==> config.mk <==
export PLATFORM = sky130hd
export DESIGN_NAME = logic_l6_flat
export DESIGN_NICKNAME = d
export VERILOG_FILES = /design/src/rtl/logic_l6_if.sv /design/src/rtl/logic_l6.sv /design/src/flat_wrapper.sv
export SDC_FILE = /design/constraint.sdc
export NUM_CORES = 1
export LEC_CHECK = 0
export CAP_MARGIN = 20
export CORE_UTILIZATION = 30
export DETAILED_ROUTE_END_ITERATION = 12
export SLEW_MARGIN = 20
export SYNTH_ARGS = -nofsm -noshare
export SYNTH_HDL_FRONTEND = slang
export SYNTH_SLANG_ARGS = --single-unit
==> constraint.sdc <==
create_clock -name ib_clk -period 6.15 [get_ports ib_clk]
set_input_delay 1.23 -clock ib_clk [delete_from_list [all_inputs] [get_ports ib_clk]]
set_output_delay 1.23 -clock ib_clk [all_outputs]
set_load 0.05 [all_outputs]
==> src/rtl/logic_l6_if.sv <==
// Consumer-side handshake of the logic_l6 change-capture FIFO.
// The FIFO drives the head entry and valid. The consumer drives ready.
interface logic_l6_if #(
  parameter int PAR_DATA_BITS = 8
) ();
  // Transfer rule: the head is consumed at the edge where ob_valid && ib_ready.
  // The head stays stable while ob_valid && !ib_ready.
  // ib_ready is ignored while ob_valid is low.
  logic [PAR_DATA_BITS-1:0] ovG_data;
  logic                     ob_valid;
  logic                     ib_ready;

  modport master (output ovG_data, output ob_valid, input ib_ready);
  modport slave  (input ovG_data, input ob_valid, output ib_ready);
endinterface

==> src/rtl/logic_l6.sv <==
// Change-capture stage: pushes every new accumulator value into a show-ahead FIFO.
// Optional saturating drop counter enabled by LOGIC_L6_DROP_CNT_EN.
module logic_l6 #(
  parameter int PAR_DATA_BITS  = 8,
  parameter int PAR_DEPTH      = 4,
  parameter int PAR_DEPTH_BITS = 2,
  parameter int PAR_DROP_BITS  = 8
) (
  input  logic                      ib_clk,
  input  logic                      ib_rst,
  input  logic [PAR_DATA_BITS-1:0]  ivG_data,
  logic_l6_if.master                bus,
  output logic [PAR_DEPTH_BITS:0]   ovG_level,
  output logic                      ob_full,
  output logic [PAR_DROP_BITS-1:0]  ovG_drop_cnt
);

  logic [PAR_DATA_BITS-1:0]  mem [PAR_DEPTH];
  logic [PAR_DATA_BITS-1:0]  rvG_prev;
  logic [PAR_DEPTH_BITS-1:0] wr_ptr;
  logic [PAR_DEPTH_BITS-1:0] rd_ptr;
  logic [PAR_DEPTH_BITS:0]   level;
  logic                      change;
  logic                      pop;
  logic                      push;

  // Outputs depend only on registered state, never on ib_ready or ivG_data.
  assign ovG_level    = level;
  assign ob_full      = (level == (PAR_DEPTH_BITS+1)'(PAR_DEPTH));
  assign bus.ob_valid = (level != '0);
  assign bus.ovG_data = bus.ob_valid ? mem[rd_ptr] : '0;

  assign change = (ivG_data != rvG_prev);
  assign pop    = bus.ob_valid & bus.ib_ready;
  // When full, a pop in the same cycle frees the slot for the new value.
  assign push   = change & (~ob_full | pop);

  always_ff @(posedge ib_clk) begin
    if (ib_rst) begin
      rvG_prev <= '0;
      wr_ptr   <= '0;
      rd_ptr   <= '0;
      level    <= '0;
    end else begin
      rvG_prev <= ivG_data;
      if (push) wr_ptr <= wr_ptr + PAR_DEPTH_BITS'(1);
      if (pop)  rd_ptr <= rd_ptr + PAR_DEPTH_BITS'(1);
      if (push && !pop)      level <= level + (PAR_DEPTH_BITS+1)'(1);
      else if (pop && !push) level <= level - (PAR_DEPTH_BITS+1)'(1);
    end
  end

  // Storage needs no reset: entries are invalidated by the pointer and level reset.
  always_ff @(posedge ib_clk) begin
    if (push) mem[wr_ptr] <= ivG_data;
  end

`ifdef LOGIC_L6_DROP_CNT_EN
  logic                     drop;
  logic [PAR_DROP_BITS-1:0] drop_cnt;

  assign drop         = change & ob_full & ~pop;
  assign ovG_drop_cnt = drop_cnt;

  always_ff @(posedge ib_clk) begin
    if (ib_rst)                     drop_cnt <= '0;
    else if (drop && drop_cnt != '1) drop_cnt <= drop_cnt + PAR_DROP_BITS'(1);
  end
`else
  assign ovG_drop_cnt = '0;
`endif

endmodule

==> src/flat_wrapper.sv <==
// flat-port wrapper written by rule: the top's interface ports become plain ports
module logic_l6_flat 
#(
  parameter int PAR_DATA_BITS  = 8,
  parameter int PAR_DEPTH      = 4,
  parameter int PAR_DEPTH_BITS = 2,
  parameter int PAR_DROP_BITS  = 8
)
  (ib_clk, ib_rst, ivG_data, ovG_level, ob_full, ovG_drop_cnt, bus_ovG_data, bus_ob_valid, bus_ib_ready);
  logic_l6_if #(.PAR_DATA_BITS(PAR_DATA_BITS)) bus_i ();
  input  logic ib_clk;
  input  logic ib_rst;
  input  logic [PAR_DATA_BITS-1:0] ivG_data;
  output logic [PAR_DEPTH_BITS:0] ovG_level;
  output logic ob_full;
  output logic [PAR_DROP_BITS-1:0] ovG_drop_cnt;
  output wire logic [$bits(bus_i.ovG_data)-1:0] bus_ovG_data;
  output wire logic [$bits(bus_i.ob_valid)-1:0] bus_ob_valid;
  input wire logic [$bits(bus_i.ib_ready)-1:0] bus_ib_ready;
  assign bus_ovG_data = bus_i.ovG_data;
  assign bus_ob_valid = bus_i.ob_valid;
  assign bus_i.ib_ready = bus_ib_ready;
  logic_l6 #(.PAR_DATA_BITS(PAR_DATA_BITS), .PAR_DEPTH(PAR_DEPTH), .PAR_DEPTH_BITS(PAR_DEPTH_BITS), .PAR_DROP_BITS(PAR_DROP_BITS)) u_core (.ib_clk(ib_clk), .ib_rst(ib_rst), .ivG_data(ivG_data), .bus(bus_i), .ovG_level(ovG_level), .ob_full(ob_full), .ovG_drop_cnt(ovG_drop_cnt));
endmodule
=== Word level (Yosys, flattened, before mapping) ===
Memories as Yosys holds them, arrays and structs flattened. A register that Yosys moved wholly into a read port is not among the register bits.
Cells that the tools add are included.

* Multiplexer cells: 7
* Reductions and logical operators: 6
* Bitwise gates (word level): 4
* Equality and inequality tests: 2
* Add/sub/neg operators: 4

{| class="wikitable"
|+ Operators by type and width
! operator !! number
|-
| two-way mux 8 bit || 1
|-
| inequality test 8 bit || 1
|-
| two-way mux 3 bit || 2
|-
| adder 2 x 1 -> 2 bit (second input constant) || 2
|-
| two-way mux 2 bit || 2
|-
| adder 3 x 1 -> 3 bit (second input constant) || 1
|-
| equality test 3 bit (second input constant) || 1
|-
| nonzero test 3 bit || 1
|-
| subtractor 3 x 1 -> 3 bit (second input constant) || 1
|-
| bitwise AND 1 bit || 2
|-
| logical AND 1 bit || 2
|-
| zero test 1 bit || 2
|-
| two-way mux 1 bit || 2
|-
| nonzero test 2 bit || 1
|-
| inverter 1 bit || 1
|-
| OR 1 bit || 1
|}

* Bits of input ports: 11
* Output and inout port bits: 21
* Register bits after elaboration: 15
* Word-level logic and storage cells: 28
* Memory bits (writable): 32
* Memories kept: 1

{| class="wikitable"
|+ Memory list
! name !! depth !! bits a word !! read ports !! clocked after Yosys merged registers in !! write ports !! line !! RTL
|-
| u_core.mem || 4 || 8 || 1 || 1 || 1 || logic_l6.sv:18 || <nowiki>logic [PAR_DATA_BITS-1:0] mem [PAR_DEPTH];</nowiki>
|}

=== Longest topological paths before layout ===
Gate-level depths: netlist of run 1.

* Depth in word-level cells: 8
* Gate-level depth with buffers: 9
* Mapped depth without buffers: 9

=== Worst setup path before layout of run 1 ===
OpenSTA, ideal clock, no wires.

* Path kind: reg-to-output
* From: register u_core.level[0], in the netlist u_core.ovG_level[0]
* To: output bus_ovG_data[0]
* Stages on the path, launching flop included: 4
* Path slack: 2.897 ns
* Path buffers: 1
* Data required time: 4.920 ns
* Data arrival time: 2.023 ns
* Cells stage by stage: dfxtp_1 or3_1 clkbuf_1 and2_1

* Cells in the longest elaborated chain, start to end: 2

{| class="wikitable"
|+ Ends and longest elaborated chain
! what !! line !! RTL
|-
| start, declared || logic_l6.sv:22 || <nowiki>logic [PAR_DEPTH_BITS:0] level;</nowiki>
|-
| start signal, assigned || logic_l6.sv:48 || <nowiki>if (push && !pop) level <= level + (PAR_DEPTH_BITS+1)'(1);</nowiki>
|-
| start signal, assigned || logic_l6.sv:49 || <nowiki>else if (pop && !push) level <= level - (PAR_DEPTH_BITS+1)'(1);</nowiki>
|-
| nonzero test 3 bit || logic_l6.sv:30 || <nowiki>assign bus.ob_valid = (level != '0);</nowiki>
|-
| named net bus_ob_valid || flat_wrapper.sv:18 || <nowiki>output wire logic [$bits(bus_i.ob_valid)-1:0] bus_ob_valid;</nowiki>
|-
| two-way mux 8 bit || logic_l6.sv:31 || <nowiki>assign bus.ovG_data = bus.ob_valid ? mem[rd_ptr] : '0;</nowiki>
|-
| end, declared || flat_wrapper.sv:17 || <nowiki>output wire logic [$bits(bus_i.ovG_data)-1:0] bus_ovG_data;</nowiki>
|}

The timed path passes the listed nets, and every way through them passes these cells.

==> results of run 1 <==
per-stage QoR:
step                      power [uW]  setup WS [ps]  cell area (um2)  hold slack (ps)  std cells
after floorplan                  800           2900             2070              482        142
after global placement           933           2360             2320              490        229
after detailed placement         944           2200             2320              515        229
after CTS                       1180           2400             2440              528        237
after global routing            1220           2320             2440              569        237
final                           1160           2480             2440              520        237
tightest hold or removal path, cell delays in order (launching register included):
cell	delay, ps
dfxtp_1	340
nand2b_1	80
mux2i_1	60
registers in the layout (all words and copies together) (netlist names), named ones only:
register / count
u_core.ovG_level: 3
u_core.rvG_prev: 8
u_core.wr_ptr: 2
u_core.rd_ptr: 2
u_core.mem: 32
cell families (layout without fill, tap and decap cells):
family | Yosys count | in the layout | synth area share (%)
buf+inv | 17 | 35 | 4.64
mux | 11 | 11 | 10.5
simple gates | 36 | 36 | 10.9
xor+xnor | 12 | 12 | 5.13
other cells | 1 | 8 | 0.183
flops | 49 | 49 | 63.5
compound gates | 3 | 3 | 1.10
fa+ha+maj | 6 | 6 | 4.03
worst max-delay path by stage:
stage                             start             endpoint  slack (ps)  cells past startpoint
finish                         register      bus_ovG_data[4]        2480                      3
floorplan           u_core.ovG_level[0]      bus_ovG_data[0]        2900                      3
global placement            ivG_data[1]  u_core.ovG_level[2]        2360                     10
CTS                            register      bus_ovG_data[4]        2400                      3
global route                   register      bus_ovG_data[1]        2320                      3
detailed placement          ivG_data[1]  u_core.ovG_level[2]        2200                     10
cells in the final DEF, fill, tap and decap left out, drive strengths merged, types with 4 or more instances in the layout:
cell	instances
dfxtp	17
nor2	7
xor2	12
nor2b	8
clkbuf	7
inv	4
conb	8
and2	12
clkdlybuf4s50	23
edfxtp	32
mux4	8
ha	5
power breakdown:
| part | switching (uW) | internal, uW |
|---|---|---|
| registers | 42.8 | 420 |
| logic | 286 | 178 |
| clock network | 99.0 | 132 |
| total | 428 | 730 |
layer usage:
metal | vias up | global-route usage (%) | routed length, um
met1 | 499 | 12.3 | 1410
li1 | 501 | - | -
met2 | 30 | 18.6 | 1780
met5 | - | 0 | 0
met3 | 7 | 4.03 | 190
met4 | 0 | 3.70 | 49
area by class of cell:
class	count	area [um2]	area share [%]
sequential	49	1300	53.4
multi-input combinational	76	678	27.8
timing repair buffer	23	230	9.45
tap	77	96.3	3.95
clock buffer	7	86.3	3.54
clock inverter	1	30.0	1.23
inverter	4	15.0	0.616
==> results.py, run 1 <==
metrics = {
    "status": {
        "status": "finished, violations left",
        "violations": "design-rule violations",
    },
    "drt": {
        "wl_per_cell_um": 14.5,
        "antenna_left": 0,
        "drt-pass1-iter-count": 10,
        "routed_wirelength_um": 3440,
        "drc": 1,
        "vias": 1037,
        "drt_iter0_drc": 61,
        "viasPerCell": 4.38,
    },
    "clock_network": {
        "cts_max_level": 2,
        "cts_resized": 0,
        "cts_root_buf": "clkbuf_8",
        "cts_setup_buffers": 0,
        "clk_pin_slew_worst_paths_ps": 80,
        "cts_sinks": 49,
        "cts_buffers": 5,
        "clk_path_buf_depth": 2,
        "clock_latency_ps": 300,
        "tritoncts": "yes",
        "ctsHoldBuffers": 0,
    },
    "finish": {
        "drive_above_1_share_pct": 12.5,
        "antenna_cells": 0,
        "fin_util_pct": 37.7,
        "final_nets": 176,
        "nFillCells": 612,
        "syn2layout_area_growth_pct": 19.0,
    },
    "synthesis": {
        "synth_area_leaders": "edfxtp_1 (47%), dfxtp_1 (17%), mux4_2 (8.8%)",
        "synth_seq_cells": 49,
        "syn_area_um2": 2050,
        "post-synth-top-count-cell": "edfxtp_1",
        "synth.yosys.seq_area_share_pct": 63.5,
        "ys_types": 25,
        "ys.flop_type": "edfxtp_1",
        "yosysTopAreaCellShare_pct": 46.9,
        "ys_async_sr_fraction_pct": 0,
        "yosys.area.top_type": "edfxtp_1",
        "post_synth.cell_area_avg_um2": 15.2,
        "syn_inst": 135,
        "synth_common_cells": "edfxtp_1 (32), dfxtp_1 (17), and2_1 (12), xor2_1 (12)",
        "synth_edf_count": 32,
        "yosys_warnings": 0,
    },
    "grt": {
        "grt_max_degree": 19,
        "grt.overflow.total": 0,
        "grt_pass1_wl_um": 5540,
        "antenna_found_initial": 0,
        "grt_usage_pct": 10.7,
        "grt_pass1_vias": 1071,
    },
    "sta": {
        "slew_viol_final": 0,
        "max_slew_margin_pct": 56.1,
        "rsz0062_at_grt": "false",
        "finalHoldViolations": 0,
        "finalCriticalPeriod_ps": 3670,
        "finalCritPeriodShare_pct": 59.7,
        "final-setup-viol-count": 0,
        "skew_ps": 3.14,
        "worst_slew_pin_slew_ps": 657,
        "setup-tns-final_ps": 0,
        "clock.fmax_mhz": 272,
    },
    "worst_setup_path": {
        "path_delay_family": "flip-flops",
        "crit_path_cell_trace": "mux4_2 -> and2_1 -> clkdlybuf4s50_1",
        "worstSetupEndpointType": "primary output",
        "r2r_slack_ps": 3630,
        "cp-start-kind": "register",
        "arrival_ps": 2440,
        "path_buf_inv": 1,
        "r2r_start": "u_core.ovG_level[0]",
        "critPathMaxFanout": 8,
        "r2r-end": "u_core.ovG_level[2]",
        "worstSetupPathType": "reg -> out",
        "cp_slowest_cell": "dfxtp_1",
        "rr_worst_depth": 8,
        "cp.required_ps": 4920,
        "critPathMaxStageDelay_ps": 700,
    },
    "floorplan": {
        "core_region_area_um2": 6460,
        "start_util_pct": 31.7,
        "rows": 29,
        "num_io_pins": 32,
        "die_area_um2": 7160,
        "die_w_um": 84.6,
        "die_h_um": 84.6,
    },
    "power": {
        "ir_worst_vdd_mv": 0.260,
        "p_leak_uw": 0.000888,
        "powerDensity_nw_per_um2": 475,
    },
    "min_path": {
        "hold_path_class": "reg -> reg",
        "min_delay_path_depth": 2,
        "hold-path-endpoint": "u_core.wr_ptr[1]",
        "hold_start": "u_core.wr_ptr[1]",
    },
    "placed_design": {
        "gp_congestion": 0.744,
        "dp_hpwl_um": 2370,
        "port-buffer-count": 23,
    },
    "job": {
        "drv_cap": 0,
    },
}
(Power assumes the default switching activity.)
==> inputs of run 2 (changes only) <==
==> constraint.sdc (replaced) <==
create_clock -name ib_clk -period 3.4 [get_ports ib_clk]
set_input_delay 0.68 -clock ib_clk [delete_from_list [all_inputs] [get_ports ib_clk]]
set_output_delay 0.68 -clock ib_clk [all_outputs]
set_load 0.05 [all_outputs]
==> results.py, run 2 (synthesized netlist as in run 1, its figures left out) <==
metrics = {
    "clock_network": {
        "clk_path_buf_depth": 2,
        "clk_pin_slew_worst_paths_ps": 80,
        "tritoncts": "yes",
        "cts_root_buf": "clkbuf_8",
        "cts_buffers": 5,
        "cts_sinks": 49,
        "cts_setup_buffers": 0,
        "clock_latency_ps": 300,
        "cts_max_level": 2,
        "cts_resized": 0,
        "ctsHoldBuffers": 0,
    },
    "grt": {
        "grt.overflow.total": 0,
        "grt_max_degree": 19,
        "grt_pass1_wl_um": 5360,
        "antenna_found_initial": 0,
        "grt_pass1_vias": 1086,
        "grt_usage_pct": 10.2,
    },
    "worst_setup_path": {
        "r2r-end": "u_core.ovG_level[2]",
        "crit_path_cell_trace": "mux4_2 -> and2_1 -> clkdlybuf4s50_1",
        "cp_slowest_cell": "clkdlybuf4s50_1",
        "cp-start-kind": "register",
        "critPathMaxFanout": 8,
        "cp.depth": 3,
        "worstSetupPathType": "reg -> out",
        "arrival_ps": 2440,
        "path_delay_family": "buffers and inverters",
        "r2r_slack_ps": 930,
        "critPathMaxStageDelay_ps": 700,
        "r2r_start": "u_core.ovG_level[0]",
        "worstSetupEndpointType": "primary output",
        "rr_worst_depth": 8,
        "path_buf_inv": 1,
        "cp.required_ps": 2720,
    },
    "sta": {
        "skew_ps": 6.57,
        "worst_slew_pin_slew_ps": 642,
        "finalCritPeriodShare_pct": 91.7,
        "finalCriticalPeriod_ps": 3120,
        "rsz0062_at_grt": "false",
        "finalHoldViolations": 0,
        "setup-tns-final_ps": 0,
        "clock.fmax_mhz": 321,
        "max_slew_margin_pct": 57.1,
        "slew_viol_final": 0,
        "final-setup-viol-count": 0,
    },
    "finish": {
        "final_nets": 177,
        "antenna_cells": 0,
        "mostFrequentLayoutCells": "edfxtp_1 (32), clkdlybuf4s50_1 (23), dfxtp_1 (17)",
        "fin_util_pct": 37.4,
        "largest_reg_flops": 32,
        "syn2layout_area_growth_pct": 18.1,
        "drive_above_1_share_pct": 12.4,
        "max_flop_register": "u_core.mem",
        "final_common_cell": "edfxtp_1",
    },
    "status": {
        "status": "finished, final reports clean",
    },
    "placed_design": {
        "gp_congestion": 0.694,
        "port-buffer-count": 23,
        "dp_hpwl_um": 2420,
    },
    "min_path": {
        "hold_start": "u_core.wr_ptr[1]",
        "hold-path-endpoint": "u_core.wr_ptr[1]",
        "hold_path_class": "reg -> reg",
        "min_delay_path_depth": 2,
    },
    "drt": {
        "viasPerCell": 4.44,
        "drc": 0,
        "vias": 1057,
        "wl_per_cell_um": 14.6,
        "antenna_left": 0,
        "drt_iter0_drc": 72,
        "routed_wirelength_um": 3470,
        "drt-pass1-iter-count": 5,
    },
    "power": {
        "switchingPower_uw": 775,
        "p_leak_uw": 0.000880,
        "seq_power_share_pct": 41.3,
        "powerDensity_nw_per_um2": 837,
        "p_total_uw": 2020,
        "pwr-share-clk_pct": 16.7,
        "comb_power_share_pct": 42.0,
        "p_int_uw": 1250,
        "p_sw_share_pct": 38.3,
        "ir_worst_vdd_mv": 0.511,
    },
    "floorplan": {
        "die_h_um": 84.6,
        "core_region_area_um2": 6460,
        "rows": 29,
        "num_io_pins": 32,
        "die_w_um": 84.6,
        "die_area_um2": 7160,
        "start_util_pct": 31.7,
    },
    "job": {
        "drv_cap": 0,
    },
}
==> run 2: cell types whose count changed in the layout (fill, tap and decap cells not counted), sizes merged <==
cell    delta
clkbuf     +1
bufinv     -1
buf        +1
==> run 2: tightest hold or removal path, stage by stage (launching register included) <==
cell      delay [ps]
dfxtp_1          340
nand2b_1          70
mux2i_1           60
==> run 2: metal layers <==
metal	vias to the layer above	wire length [um]	track usage (%)
met5	-	0	0
met4	0	52	3.70
met3	6	138	3.24
met2	28	1800	17.7
met1	520	1480	11.8
li1	503	-	-
==> run 2: area by class of cell <==
type / count / area (um2)
sequential: 49 / 1300
tap: 77 / 96.3
timing repair buffer: 24 / 238
inverter: 4 / 15.0
multi-input combinational: 76 / 678
clock buffer: 8 / 90.1
fill: 632 / 4040
==> run 2: worst max path at each step <==
stage,start,to,slack (ps)
floorplan,u_core.ovG_level[2],u_core.ovG_level[2],650
global placement,ivG_data[2],u_core.ovG_level[2],340
detailed placement,ivG_data[1],u_core.ovG_level[2],240
CTS,register,bus_ovG_data[4],220
global route,register,bus_ovG_data[4],130
finish,register,bus_ovG_data[4],280
==> run 2: power by group through the flow <==
stage	Sequential [uW]	Clock, uW	Combinational (uW)
finish	836	339	850
global route	852	374	896
CTS	841	346	861
detailed placement	854	0	857
global placement	846	0	840
floorplan	851	0	597
==> run 2: through the flow <==
stage | setup WS (ps) | hold WS [ps] | std cells | instance area [um2]
after CTS | 221 | 518 | 238 | 2420
final | 283 | 514 | 238 | 2420
after detailed placement | 242 | 504 | 230 | 2330
after global placement | 337 | 492 | 230 | 2330
after floorplan | 652 | 482 | 142 | 2070
after global routing | 130 | 584 | 238 | 2420
